File: src/rtl/data_83_dist.sv
// data_83_dist: eight-channel data distributor.
//
// A write request (wr, held high until ack) captures indata and a destination.
// The destination is addr when auto=0, or the internal round-robin pointer
// when auto=1. The captured word is then loaded into the selected output
// channel, and the write is acknowledged. One wr assertion gives exactly one
// write.
//
// Write timeline, in cycles after the edge E0 that samples wr high in IDLE:
//   LOAD cycle : data held internally; no visible change yet
//   ACK cycle  : outN shows the new word, upd pulses, ack=1
//
// Ports
//   clk          rising-edge clock
//   rst          synchronous active-high reset (highest priority)
//   indata[DW]   word to distribute
//   addr[3]      destination channel when auto=0 (0 -> out1 ... 7 -> out8)
//   wr           level write request
//   auto         1 = destination taken from ptr
//   clr          synchronous clear of channels, written mask and ptr
//   out1..out8   registered channel outputs
//   upd[8]       one-hot pulse marking the channel that just took new data
//   ack          one-cycle write acknowledge
//   full         every channel written since the last reset/clear
//   ptr[3]       auto-mode pointer
module data_83_dist #(
    parameter int DW = 4
) (
    input  logic          clk,
    input  logic          rst,
    input  logic [DW-1:0] indata,
    input  logic [2:0]    addr,
    input  logic          wr,
    input  logic          auto,
    input  logic          clr,
    output logic [DW-1:0] out1,
    output logic [DW-1:0] out2,
    output logic [DW-1:0] out3,
    output logic [DW-1:0] out4,
    output logic [DW-1:0] out5,
    output logic [DW-1:0] out6,
    output logic [DW-1:0] out7,
    output logic [DW-1:0] out8,
    output logic [7:0]    upd,
    output logic          ack,
    output logic          full,
    output logic [2:0]    ptr
);

    typedef enum logic [1:0] {
        IDLE = 2'd0,
        LOAD = 2'd1,
        ACK  = 2'd2,
        WAIT = 2'd3
    } state_t;

    state_t          state_q, state_d;
    logic [DW-1:0]   data_q, data_d;
    logic [2:0]      dest_q, dest_d;
    logic            used_ptr_q, used_ptr_d;
    logic [DW-1:0]   out_q [8];
    logic [DW-1:0]   out_d [8];
    logic [7:0]      mask_q, mask_d;
    logic [2:0]      ptr_q, ptr_d;
    logic [7:0]      upd_q, upd_d;
    logic            ack_q, ack_d;
    logic            full_q, full_d;

    // Next-state, holding registers, channel writes and output pulses.
    always_comb begin
        state_d    = state_q;
        data_d     = data_q;
        dest_d     = dest_q;
        used_ptr_d = used_ptr_q;
        out_d      = out_q;
        mask_d     = mask_q;
        ptr_d      = ptr_q;
        upd_d      = 8'd0;
        ack_d      = 1'b0;

        if (clr) begin
            // Clear discards any captured write; no ack/upd are produced.
            state_d = IDLE;
            for (int i = 0; i < 8; i++) begin
                out_d[i] = '0;
            end
            mask_d = 8'd0;
            ptr_d  = 3'd0;
        end else begin
            case (state_q)
                IDLE: begin
                    if (wr) begin
                        data_d     = indata;
                        dest_d     = auto ? ptr_q : addr;
                        used_ptr_d = auto;
                        state_d    = LOAD;
                    end else begin
                        state_d = IDLE;
                    end
                end
                LOAD: begin
                    out_d[dest_q]  = data_q;
                    upd_d          = 8'd1 << dest_q;
                    mask_d[dest_q] = 1'b1;
                    // Only a pointer-addressed write advances the pointer.
                    if (used_ptr_q) begin
                        ptr_d = ptr_q + 3'd1;
                    end else begin
                        ptr_d = ptr_q;
                    end
                    ack_d   = 1'b1;
                    state_d = ACK;
                end
                ACK: begin
                    state_d = WAIT;
                end
                WAIT: begin
                    // Hold here until wr drops so a long wr is one write.
                    if (wr) begin
                        state_d = WAIT;
                    end else begin
                        state_d = IDLE;
                    end
                end
                default: begin
                    state_d = IDLE;
                end
            endcase
        end

        full_d = &mask_d;
    end

    // State and datapath registers with synchronous reset.
    always_ff @(posedge clk) begin
        if (rst) begin
            state_q    <= IDLE;
            data_q     <= '0;
            dest_q     <= 3'd0;
            used_ptr_q <= 1'b0;
            for (int i = 0; i < 8; i++) begin
                out_q[i] <= '0;
            end
            mask_q <= 8'd0;
            ptr_q  <= 3'd0;
            upd_q  <= 8'd0;
            ack_q  <= 1'b0;
            full_q <= 1'b0;
        end else begin
            state_q    <= state_d;
            data_q     <= data_d;
            dest_q     <= dest_d;
            used_ptr_q <= used_ptr_d;
            for (int i = 0; i < 8; i++) begin
                out_q[i] <= out_d[i];
            end
            mask_q <= mask_d;
            ptr_q  <= ptr_d;
            upd_q  <= upd_d;
            ack_q  <= ack_d;
            full_q <= full_d;
        end
    end

    assign out1 = out_q[0];
    assign out2 = out_q[1];
    assign out3 = out_q[2];
    assign out4 = out_q[3];
    assign out5 = out_q[4];
    assign out6 = out_q[5];
    assign out7 = out_q[6];
    assign out8 = out_q[7];
    assign upd  = upd_q;
    assign ack  = ack_q;
    assign full = full_q;
    assign ptr  = ptr_q;

endmodule

File: config.mk
export PLATFORM = sky130hd
export DESIGN_NAME = data_83_dist
export DESIGN_NICKNAME = d
export VERILOG_FILES = /design/src/rtl/data_83_dist.sv
export SDC_FILE = /design/constraint.sdc
export NUM_CORES = 1
export LEC_CHECK = 0
export CORE_ASPECT_RATIO = 1.5
export CORE_UTILIZATION = 61
export CTS_CLUSTER_DIAMETER = 200
export DETAILED_ROUTE_END_ITERATION = 6
export DONT_BUFFER_PORTS = 1
export PLACE_DENSITY = 0.81
export SLEW_MARGIN = 5
export SYNTH_ARGS = -nofsm -noshare
export SYNTH_HDL_FRONTEND = slang
export SYNTH_SLANG_ARGS = --single-unit
File: constraint.sdc
create_clock -name clk -period 1.9 [get_ports clk]
set_input_delay 0.095 -clock clk [delete_from_list [all_inputs] [get_ports clk]]
set_output_delay 0.095 -clock clk [all_outputs]
set_load 0.01 [all_outputs]
==> After elaboration in Yosys (flattened, before gate mapping) <==
Index checks and enable logic that the tools add are counted.
{ "op_classes": {"n_addsub": 1, "mul": 0, "div_mod_pow": 0, "magnitude_cmp": 4, "eq_ne": 3, "n_shift": 1, "n_mux": 12, "bitwise": 4, "n_reduce_logical": 8} }
{ "ops": {"columns": ["cell", "n"], "rows": [
  ["32-bit bitwise mux", 1],
  ["8-bit 2-to-1 mux", 2],
  ["4-bit demux with 3-bit select", 1],
  ["8-bit OR", 1],
  ["2-bit one-hot mux with 4 select lines", 1],
  ["8-bit AND reduction", 1],
  ["1-bit by 3-bit << shifter with 8-bit output (first input constant)", 1],
  ["2-bit == test (second input constant)", 2],
  ["4-bit greater-or-equal comparator (second input constant)", 1],
  ["3-bit by 4-bit less-than comparator with 1-bit output (second input constant)", 1],
  ["4-bit by 1-bit less-than comparator with 1-bit output (second input constant)", 1],
  ["4-bit 2-to-1 mux", 1],
  ["3-bit inverter with 4-bit output", 1],
  ["3-bit by 1-bit adder with 3-bit output (second input constant)", 1],
  ["1-bit demux with 3-bit select", 1],
  ["3-bit by 1-bit greater-or-equal comparator with 1-bit output (second input constant)", 1],
  ["1-bit 2-to-1 mux", 3],
  ["3-bit 2-to-1 mux", 1],
  ["3-bit AND reduction", 1],
  ["3-bit OR reduction", 1],
  ["2-bit by 1-bit == test with 1-bit output (second input constant)", 1],
  ["1-bit logical AND", 2],
  ["2-bit zero test", 1],
  ["2-bit 2-to-1 mux", 1],
  ["3 further kinds", 4]
]} }
{ "word_totals": {"regBits": 63, "latch_bits": 0, "ram_bits": 0, "mem_bits_ro": 0, "inputBits": 12, "out_inout_bits": 45, "wordCells": 50, "memories": 0} }

==> Longest topological paths before layout <==
Gate-level depths: netlist of the first run.
{ "depth": {"depth_word": 8, "mapped_depth": 6} }

==> Worst setup path before layout of the first run <==
No wires, ideal clock.
{ "synth_timing": {"path_type": "flip-flop to flip-flop", "startpoint": "register state_q[0]", "endpoint": "register out_q (netlist bit out1[0])", "setup_time_ns": 0.128, "t_arrival_ns": 1.476, "slack_ns": 0.296, "stages_incl_launch_ff": 7, "path_buffers": 2, "period_less_slack_ns": 1.604, "cell_sequence": "dfxtp_1 or3b_1 buf_2 or3_1 buf_2 mux2i_1 nor2_1"} }
{ "synth_between": {"elab_chain_cells": 1} }
{ "synth_rtl": {"columns": ["item", "line_no", "rtl"], "rows": [
  ["from (decl)", "57", "state_t state_q, state_d;"],
  ["from (signal assigned)", "150", "state_q <= state_d;"],
  ["2-bit by 1-bit == test with 1-bit output", "90", "case (state_q)"],
  ["to (signal, indexed assignment)", "155", "out_q[i] <= out_d[i];"],
  ["to (decl)", "61", "logic [DW-1:0] out_q [8];"]
]} }
Every way passes these cells.
A chain may end at the register's enable or synchronous reset.

==> Final worst setup path of the first run <==
{ "layout_timing": {"startpoint": "register state_q[0]", "endpoint": "register used_ptr_q"} }
{ "layout_between": {"elab_chain_cells": 2} }
{ "layout_rtl": {"columns": ["item", "line_no", "rtl"], "rows": [
  ["2-bit zero test", "90", null],
  ["3-bit AND reduction (no line)", null, null],
  ["to (signal assigned)", "153", "used_ptr_q <= used_ptr_d;"],
  ["to (decl)", "60", "logic used_ptr_q, used_ptr_d;"]
]} }
Every way passes these cells.

==> Implementation_results.wiki, run 1 <==
{| class="wikitable"
! Metric !! Value
|-
| Net count, final || 261
|-
| Standard-cell row count || 26
|-
| Detailed-route via count || 1689
|-
| Pwr per Cell Area || 964 mW/mm2
|-
| Endpoint arrival time on the critical path || 2020 ps
|-
| Worst slack on hold paths || 45.0 ps
|-
| Fraction of the yosys area taken by sequential cells || 55.5%
|-
| Final instance area || 0.00255 mm2
|-
| Buffers on Ports || 0
|-
| Fin crit period || 1820 ps
|-
| Die area || 0.00398 mm2
|-
| Final core area utilization || 73.3%
|-
| Vias in the first global route || 1679
|-
| Share of flip-flops with an asynchronous set or reset || 0%
|-
| Vias per inst || 5.73
|-
| Area of the core || 0.00348 mm2
|-
| Largest fanout on the critical path || 11
|-
| H-tree depth reported by CTS || 3
|-
| Type of the tightest min-delay check || in2reg
|-
| Run status || completed
|-
| Launching instance or port of the critical path || state_q[0]
|-
| Post-detail-place hpwl || 2960 um
|-
| Final estimated routing congestion in global placement || 0.793
|-
| Max frequency || 550 MHz
|-
| Count of final hold-check violations || 0
|-
| Drt first pass iters || 4
|-
| Worst-skew pair later-pin latency || 320 ps
|-
| Overall fraction of global-route tracks in use || 25.6%
|-
| I/O pins || 57
|-
| DIE HEIGHT || 76.8 um
|-
| Starting utilization of the core area || 65.3%
|-
| Remaining number of nets flagged by the antenna check after routing || 0
|-
| Most used flip-flop cell after synthesis || dfxtp_1
|-
| Deepest clock path buffer count || 2
|-
| Cell area after synthesis || 0.00227 mm2
|-
| CTS Buf Count || 9
|-
| Diode count || 0
|-
| Growth of design area from synthesis to finish || 12.3%
|-
| Clock root buffer master || clkbuf_8
|-
| TNS Setup || 0 ps
|-
| Worst rel slew slack || 67.8%
|-
| DRC violation count after routing || 0
|-
| Syn Nets || 253
|-
| Setup-violating endpoint count in the final report || 0
|-
| Unique masters post-synth || 28
|-
| Unrepaired setup endpoints after global routing || no
|-
| Wire length of the first global-routing pass || 7590 um
|-
| Average footprint of a synthesized cell || 9.47 um2
|-
| Worst r2r dst || used_ptr_q
|-
| Cell count after synthesis || 240
|-
| Buffers inserted during post-CTS setup optimization || 0
|-
| Critical Path Sink || used_ptr_q
|-
| Per-cell routed wire length || 15.3 um
|-
| Number of cells on the worst reg-to-reg path || 6
|-
| Number of slew-limit violations in the final report || 0
|-
| Required @ worst endpoint || 2100 ps
|-
| Maximum number of pins on one net before global-route repair || 26
|-
| Register bit total from synthesis || 63
|-
| Worst ir drop on vdd || 0.821 mV
|-
| Share of the synthesized area in the top cell type || 55.5%
|-
| CTS Sinks || 63
|-
| Leading cell types by total area after synthesis || dfxtp_1 56%, mux2i_1 15%, nor2_1 8.8%
|-
| Max cap viols || 0
|-
| Type of origin of the critical path || flip-flop
|-
| Fraction of layout instances using a drive strength above 1 || 10.7%
|-
| Setup slack on the worst flop-to-flop path || 80 ps
|-
| Total wire length after detailed routing || 4520 um
|-
| Most common cell in the netlist || dfxtp_1
|-
| Placed inst area || 0.00231 mm2
|-
| Kind of end point of the critical path || flip-flop
|-
| Count of warnings emitted by yosys || 0
|-
| Number of antenna violations at the first check in global routing || 0
|-
| Width of the chip || 51.8 um
|-
| Starting DRC count in detailed routing || 72
|-
| Crit share post-route || 95.7%
|-
| TritonCTS clock tree || done
|-
| Leak pwr || 0.978 nW
|-
| Launch point of the worst reg-to-reg path || state_q[0]
|-
| Most frequent cells after synthesis || 63 x dfxtp_1, 53 x nor2_1, 33 x mux2i_1
|-
| CTS clock-pin slew for the worst setup and hold paths || 70 ps
|-
| Startpoint-to-endpoint class of the critical path || reg2reg
|-
| Final clock skew || 4.63 ps
|-
| Overall overflow remaining after global route || 0
|-
| Hold Startpoint || wr
|-
| Post_cts resized || 0
|-
| Dominant cell type by area after synthesis || dfxtp_1
|-
| Pin slew with the least headroom to its limit || 481 ps
|-
| Number of flops mapped to enable cells by yosys || 0
|}
-- metal layers --
| metal | up-vias | part of all wire, % | wire (um) | track usage, % |
|---|---|---|---|---|
| met5 | - | 0 | 0 | 0 |
| met4 | 0 | 3.4 | 153 | 15.4 |
| met3 | 15 | 6.4 | 291 | 5.95 |
| met2 | 65 | 50 | 2270 | 41.9 |
| met1 | 801 | 40 | 1810 | 28.9 |
| li1 | 808 | - | - | - |
-- state kept, by name, summed over array words and instances (netlist names), 4 cells and up --
| name | count |
|---|---|
| out3 | 4 |
| mask_q | 8 |
| out8 | 4 |
| out4 | 4 |
| out1 | 4 |
| upd | 8 |
| data_q | 4 |
| out2 | 4 |
| out5 | 4 |
| out6 | 4 |
| out7 | 4 |
-- cell families (layout without fill, tap and decap cells) --
family	Yosys count	count (layout)	share of synthesized area [%]
AO/OA/AOI/OAI	29	29	7.43
XOR/XNOR	2	2	0.771
adder cells (fa/ha/maj)	1	1	0.551
buffers and inverters	22	35	3.91
flip-flops	63	63	55.5
multiplexers	33	33	14.5
AND/OR/NAND/NOR	90	90	17.3
-- through the flow --
| stage | worst slack [ps] | power [mW] | instances |
|---|---|---|---|
| floorplan | 296 | 1.45 | 240 |
| global placement | 241 | 1.47 | 272 |
| detailed placement | 196 | 1.47 | 272 |
| CTS | 132 | 2.46 | 295 |
| global route | 9.09 | 2.54 | 295 |
| finish | 81.8 | 2.46 | 295 |
-- report_power, final --
part / internal (mW) / total, mW / switching (mW)
clock network: 0.536 / 1.00 / 0.468
registers: 1.33 / 1.36 / 0.0242
logic: 0.0416 / 0.0973 / 0.0557
total: 1.91 / 2.46 / 0.548
-- critical path, stage by stage (launching register included) --
cell	delay (ps)
dfxtp_1	340
nand2b_1	180
nor3_1	140
buf_4	220
mux2i_1	200
nor2_1	50
dlygate4sd3_1	570
-- cell type report --
class | instances | area (um2)
fill | 249 | 928
tap | 42 | 52.6
timing repair buffer | 14 | 123
inverter | 5 | 18.8
clock buffer | 12 | 155
clock inverter | 4 | 20.0
sequential | 63 | 1260
multi-input combinational | 155 | 922
-- timing repair --
| item | in CTS | in global routing |
|---|---|---|
| endpoints found under the setup margin | 0 | 0 |
| endpoints found under the hold margin | 9 | 0 |
| hold buffers | 7 | 0 |
-- cells in the final DEF (no fill, tap or decap), types with 2 or more instances in the layout --
| cell | netlist | final |
|---|---|---|
| dfxtp_1 | 63 | 63 |
| nor2_1 | 53 | 53 |
| mux2i_1 | 33 | 33 |
| nand2_1 | 16 | 16 |
| a21oi_1 | 14 | 14 |
| clkbuf_8 | 0 | 11 |
| dlygate4sd3_1 | 0 | 7 |
| buf_4 | 0 | 7 |
| o21ai_0 | 6 | 6 |
| inv_1 | 5 | 5 |
| nand2b_1 | 4 | 4 |
| or2_2 | 4 | 4 |
| clkinv_2 | 0 | 4 |
| nor3_1 | 3 | 3 |
| a211oi_1 | 3 | 3 |
| or3_1 | 2 | 2 |
| nand3_1 | 2 | 2 |
| xor2_1 | 2 | 2 |
| o31ai_1 | 2 | 2 |
| a22oi_1 | 2 | 2 |
-- how the worst min path moves through the flow --
stage,depth (start not counted),endpoint
floorplan,2,used_ptr_q
global placement,1,data_q[0]
detailed placement,1,used_ptr_q
CTS,2,state_q[1]
global route,2,dest_q[0]
finish,2,state_q[1]
No activity file was read; power rests on OpenSTA's default activity.
==> run 2, diff against run 1 <==
Settings changed: MAX_ROUTING_LAYER from default to met4.
==> Implementation_results.wiki, run 2 (same netlist as run 1, synthesis figures left out) <==
{| class="wikitable"
! Metric !! Value
|-
| Run status || completed (unchanged)
|-
| Buffers inserted during post-CTS setup optimization || 0 (unchanged)
|-
| Detailed-route via count || 1682 (was 1689)
|-
| Setup-violating endpoint count in the final report || 0 (unchanged)
|-
| Top library cells by usage in the layout, fill and taps aside || 63 x dfxtp_1, 53 x nor2_1, 33 x mux2i_1, 16 x nand2_1, 14 x a21oi_1 (unchanged)
|-
| Die area || 0.00398 mm2 (unchanged)
|-
| Wire length of the first global-routing pass || 7620 um (was 7590 um)
|-
| Max cap viols || 0 (unchanged)
|-
| H-tree depth reported by CTS || 3 (unchanged)
|-
| Crit path max-delay cell type || dlygate4sd3_1 (unchanged)
|-
| Highest cell delay on the worst timing path || 570 ps (about the same)
|-
| DRC violation count after routing || 0 (unchanged)
|-
| Required @ worst endpoint || 2110 ps (was 2100 ps)
|-
| Non-filler cells, final || 295 (unchanged)
|-
| Area of the core || 0.00348 mm2 (unchanged)
|-
| Net count, final || 261 (unchanged)
|-
| Width of the chip || 51.8 um (unchanged)
|-
| Pin slew with the least headroom to its limit || 480 ps (was 481 ps)
|-
| Final estimated routing congestion in global placement || 0.804 (was 0.793)
|-
| Drt first pass iters || 5 (was 4)
|-
| Starting utilization of the core area || 65.3% (unchanged)
|-
| Vias per inst || 5.70 (was 5.73)
|-
| Overall fraction of global-route tracks in use || 26.5% (was 25.6%)
|-
| Placed inst area || 0.00231 mm2 (unchanged)
|-
| CTS Sinks || 63 (unchanged)
|-
| CTS clock-pin slew for the worst setup and hold paths || 60 ps (was 70 ps)
|-
| Dpl cells || 272 (unchanged)
|-
| Clock root buffer master || clkbuf_8 (unchanged)
|-
| Final Power || 2.46 mW (about the same)
|-
| TritonCTS clock tree || done (unchanged)
|-
| CTS Buf Count || 9 (unchanged)
|-
| Post-detail-place hpwl || 2960 um (unchanged)
|-
| Count of final hold-check violations || 0 (unchanged)
|-
| Diode count || 0 (unchanged)
|-
| Crit share post-route || 95.6% (was 95.7%)
|-
| Leak pwr || 0.978 nW (unchanged)
|-
| Setup Slack @ Placement || 196 ps (unchanged)
|-
| Overall overflow remaining after global route || 0 (unchanged)
|-
| Unrepaired setup endpoints after global routing || no (unchanged)
|-
| Startpoint-to-endpoint class of the critical path || reg2reg (unchanged)
|-
| Maximum number of pins on one net before global-route repair || 26 (unchanged)
|-
| Remaining number of nets flagged by the antenna check after routing || 0 (unchanged)
|-
| Commonest non-fill, non-tap cell in the layout || dfxtp_1 (unchanged)
|-
| DIE HEIGHT || 76.8 um (unchanged)
|-
| Starting DRC count in detailed routing || 90 (was 72)
|-
| Pwr per Cell Area || 963 mW/mm2 (was 964 mW/mm2)
|-
| Final instance area || 0.00255 mm2 (unchanged)
|-
| Largest fanout on the critical path || 11 (unchanged)
|-
| Number of antenna violations at the first check in global routing || 0 (unchanged)
|-
| Post_cts resized || 0 (unchanged)
|-
| Kind of end point of the critical path || flip-flop (unchanged)
|-
| Vias in the first global route || 1669 (was 1679)
|-
| Fin crit period || 1820 ps (about the same)
|-
| Least setup slack across all paths after layout || 83.6 ps (was 81.8 ps)
|-
| Type of origin of the critical path || flip-flop (unchanged)
|-
| Max frequency || 551 MHz (was 550 MHz)
|-
| Deepest clock path buffer count || 2 (unchanged)
|-
| Crit path cell chain || nand2b_1, nor3_1, buf_4, mux2i_1, nor2_1, dlygate4sd3_1 (unchanged)
|-
| Worst ir drop on vdd || 0.820 mV (was 0.821 mV)
|-
| Fraction of layout instances using a drive strength above 1 || 10.7% (unchanged)
|-
| Worst rel slew slack || 67.8% (about the same)
|-
| Total wire length after detailed routing || 4500 um (was 4520 um)
|-
| I/O pins || 57 (unchanged)
|-
| Growth of design area from synthesis to finish || 12.3% (unchanged)
|-
| Buffers on Ports || 0 (unchanged)
|-
| TNS Setup || 0 ps (unchanged)
|-
| Worst-skew pair later-pin latency || 320 ps (about the same)
|-
| Worst slack on hold paths || 40.0 ps (was 45.0 ps)
|-
| Per-cell routed wire length || 15.2 um (was 15.3 um)
|-
| Standard-cell row count || 26 (unchanged)
|-
| Type of the tightest min-delay check || in2reg (unchanged)
|-
| Number of slew-limit violations in the final report || 0 (unchanged)
|-
| Final core area utilization || 73.3% (unchanged)
|-
| Final clock skew || 4.32 ps (was 4.63 ps)
|-
| Endpoint arrival time on the critical path || 2020 ps (about the same)
|}
==> run 2: cell counts in the layout (fill, tap and decap cells not counted) <==
No cell type changed its count.
==> run 2: cell type report <==
class	count	area (um2)
clock buffer	12	155
sequential	63	1260
inverter	5	18.8
clock inverter	4	20.0
tap	42	52.6
multi-input combinational	155	922
fill	249	928
timing repair buffer	14	123
==> run 2: layer usage <==
metal | routed length (um) | track usage [%] | share of wire (%) | vias to the layer above
li1 | - | - | - | 811
met1 | 1750 | 29.5 | 39 | 777
met2 | 2230 | 41.8 | 50 | 73
met3 | 327 | 6.15 | 7.3 | 21
met4 | 193 | 15.4 | 4.3 | 0
met5 | 0 | - | 0 | -
==> run 2: worst paths after layout <==
path	slack, ps	end	from	cells after the start
worst max-delay path	80	used_ptr_q	state_q[0]	6
worst min-delay path	40	state_q[1]	wr	2
worst max register to register	80	used_ptr_q	state_q[0]	6
worst min register to register	470	mask_q[7]	mask_q[7]	2
==> run 2: critical path, delay by kind of cell (launching register included) <==
kind                   cells  cell delay [ps]
buffers and inverters      2              790
flip-flops                 1              340
multiplexers               1              200
AND/OR/NAND/NOR            3              370
==> run 2: timing repair <==
| action | 4_1_cts | 5_1_grt |
|---|---|---|
| hold buffers | 7 | 0 |
| endpoints found under the hold margin | 9 | 0 |
| endpoints found under the setup margin | 0 | 0 |
==> run 2: where the power goes <==
| part | switching (mW) | internal, mW | total [mW] |
|---|---|---|---|
| registers | 0.0247 | 1.33 | 1.36 |
| logic | 0.0560 | 0.0416 | 0.0976 |
| clock network | 0.464 | 0.536 | 1.00 |
==> run 3, diff against run 2 <==
Settings changed: PLACE_DENSITY 0.81 to 0.89.
==> Implementation_results.wiki, run 3 (same netlist as run 1, synthesis figures left out) <==
{| class="wikitable"
! Metric !! Value
|-
| Run status || completed (unchanged)
|-
| Deepest clock path buffer count || 2 (unchanged)
|-
| Leak pwr || 0.970 nW (was 0.978 nW)
|-
| Highest cell delay on the worst timing path || 560 ps (was 570 ps)
|-
| Max cap viols || 0 (unchanged)
|-
| I/O pins || 57 (unchanged)
|-
| Total wire length after detailed routing || 4710 um (was 4500 um)
|-
| Launch point of the worst reg-to-reg path || state_q[0] (unchanged)
|-
| Post_cts resized || 0 (unchanged)
|-
| Buffers inserted during post-CTS setup optimization || 0 (unchanged)
|-
| Maximum number of pins on one net before global-route repair || 29 (was 26)
|-
| Width of the chip || 51.8 um (unchanged)
|-
| CTS clock-pin slew for the worst setup and hold paths || 70 ps (was 60 ps)
|-
| Vias in the first global route || 1694 (was 1669)
|-
| Kind of end point of the critical path || flip-flop (unchanged)
|-
| H-tree depth reported by CTS || 3 (unchanged)
|-
| Setup slack on the worst flop-to-flop path || 90 ps (was 80 ps)
|-
| Worst ir drop on vdd || 0.902 mV (was 0.820 mV)
|-
| Crit path cell chain || nand2b_1, nor3_1, buf_4, mux2i_1, nor2_1, dlygate4sd3_1 (unchanged)
|-
| Unrepaired setup endpoints after global routing || no (unchanged)
|-
| Placed inst area || 0.00231 mm2 (unchanged)
|-
| Fin crit period || 1810 ps (was 1820 ps)
|-
| Count of final hold-check violations || 0 (unchanged)
|-
| Final clock skew || 5.62 ps (was 4.32 ps)
|-
| Final core area utilization || 73.6% (was 73.3%)
|-
| Max frequency || 551 MHz (about the same)
|-
| Net count, final || 261 (unchanged)
|-
| DRC violation count after routing || 0 (unchanged)
|-
| Remaining number of nets flagged by the antenna check after routing || 0 (unchanged)
|-
| TritonCTS clock tree || done (unchanged)
|-
| Standard-cell row count || 26 (unchanged)
|-
| Diode count || 0 (unchanged)
|-
| Crit path max-delay cell type || dlygate4sd3_1 (unchanged)
|-
| Area of the core || 0.00348 mm2 (unchanged)
|-
| Crit share post-route || 95.5% (was 95.6%)
|-
| Post-detail-place hpwl || 3010 um (was 2960 um)
|-
| Final instance area || 0.00256 mm2 (was 0.00255 mm2)
|-
| Dpl cells || 272 (unchanged)
|-
| Pin slew with the least headroom to its limit || 471 ps (was 480 ps)
|-
| Commonest non-fill, non-tap cell in the layout || dfxtp_1 (unchanged)
|-
| Number of slew-limit violations in the final report || 0 (unchanged)
|-
| TNS Setup || 0 ps (unchanged)
|-
| Top library cells by usage in the layout, fill and taps aside || 63 x dfxtp_1, 53 x nor2_1, 33 x mux2i_1, 16 x nand2_1, 14 x a21oi_1 (unchanged)
|-
| Overall overflow remaining after global route || 0 (unchanged)
|-
| Number of cells on the worst reg-to-reg path || 6 (unchanged)
|-
| Hold path endpoint || state_q[1] (unchanged)
|-
| Overall fraction of global-route tracks in use || 28.4% (was 26.5%)
|-
| Type of the tightest min-delay check || in2reg (unchanged)
|-
| Drt first pass iters || 4 (was 5)
|-
| Die area || 0.00398 mm2 (unchanged)
|-
| Vias per inst || 5.62 (was 5.70)
|-
| Worst-skew pair later-pin latency || 340 ps (was 320 ps)
|-
| Growth of design area from synthesis to finish || 12.7% (was 12.3%)
|-
| Setup-violating endpoint count in the final report || 0 (unchanged)
|-
| Clock root buffer master || clkbuf_8 (unchanged)
|-
| Detailed-route via count || 1657 (was 1682)
|-
| Worst rel slew slack || 68.6% (was 67.8%)
|-
| Wire length of the first global-routing pass || 7930 um (was 7620 um)
|-
| CTS Sinks || 63 (unchanged)
|-
| Non-filler cells, final || 295 (unchanged)
|-
| Required @ worst endpoint || 2130 ps (was 2110 ps)
|-
| Fraction of layout instances using a drive strength above 1 || 11.1% (was 10.7%)
|-
| Startpoint-to-endpoint class of the critical path || reg2reg (unchanged)
|-
| Type of origin of the critical path || flip-flop (unchanged)
|-
| Number of antenna violations at the first check in global routing || 0 (unchanged)
|-
| Largest fanout on the critical path || 11 (unchanged)
|-
| Worst r2r dst || data_q[0] (was used_ptr_q)
|-
| Final Power || 2.50 mW (was 2.46 mW)
|-
| Final estimated routing congestion in global placement || 0.882 (was 0.804)
|-
| Buffers on Ports || 0 (unchanged)
|-
| Starting utilization of the core area || 65.3% (unchanged)
|-
| Per-cell routed wire length || 16.0 um (was 15.2 um)
|-
| Hold Startpoint || wr (unchanged)
|-
| Quantity of hold-fixing buffers added after cts || 7 (unchanged)
|-
| Worst hold path stage count || 2 (unchanged)
|-
| DIE HEIGHT || 76.8 um (unchanged)
|-
| Starting DRC count in detailed routing || 32 (was 90)
|-
| Pwr per Cell Area || 975 mW/mm2 (was 963 mW/mm2)
|-
| CTS Buf Count || 9 (unchanged)
|-
| Endpoint arrival time on the critical path || 2040 ps (was 2020 ps)
|}
run 3: routing by layer:
| layer | track usage (%) | vias to the layer above | wire length, um | share of wire (%) |
|---|---|---|---|---|
| met4 | 18.1 | 0 | 153 | 3.2 |
| met1 | 28.5 | 777 | 1810 | 38 |
| met3 | 11.5 | 12 | 335 | 7.1 |
| li1 | - | 809 | - | - |
| met2 | 44.0 | 59 | 2410 | 51 |
| met5 | - | - | 0 | 0 |
run 3: layout make-up:
cell class | count | area, um2
clock buffers | 11 | 151
clock inverters | 5 | 32.5
fillers | 245 | 920
inverters | 5 | 18.8
multi-input cells | 155 | 922
flip-flops and latches | 63 | 1260
well taps | 42 | 52.6
repair buffers | 14 | 123
run 3: power by group:
| part | total (mW) | leakage [nW] | internal, mW | switching, mW |
|---|---|---|---|---|
| clock | 1.04 | 0.0873 | 0.538 | 0.504 |
| sequential | 1.36 | 0.509 | 1.33 | 0.0247 |
| combinational | 0.0949 | 0.374 | 0.0400 | 0.0549 |
| total | 2.50 | 0.970 | 1.91 | 0.584 |
run 3: per-stage QoR:
stage          setup WS [ps]  hold slack [ps]
2_1_floorplan            296              242
5_1_grt                 18.6             22.8
3_3_place_gp             237              169
3_5_place_dp             187              171
6_report                85.2             23.6
4_1_cts                  106             14.5
run 3: worst max path at each step:
stage | startpoint | to
2_1_floorplan | state_q[0] | out1[0]
3_3_place_gp | state_q[0] | out1[0]
3_5_place_dp | state_q[0] | out1[0]
4_1_cts | state_q[0] | data_q[0]
5_1_grt | state_q[0] | data_q[0]
6_report | state_q[0] | data_q[0]
run 3: worst max-delay path: cells and delay by family, from the launching register on:
family,cells,cell delay (ps)
mux,1,190
simple gates,3,380
flops,1,340
buf+inv,2,790
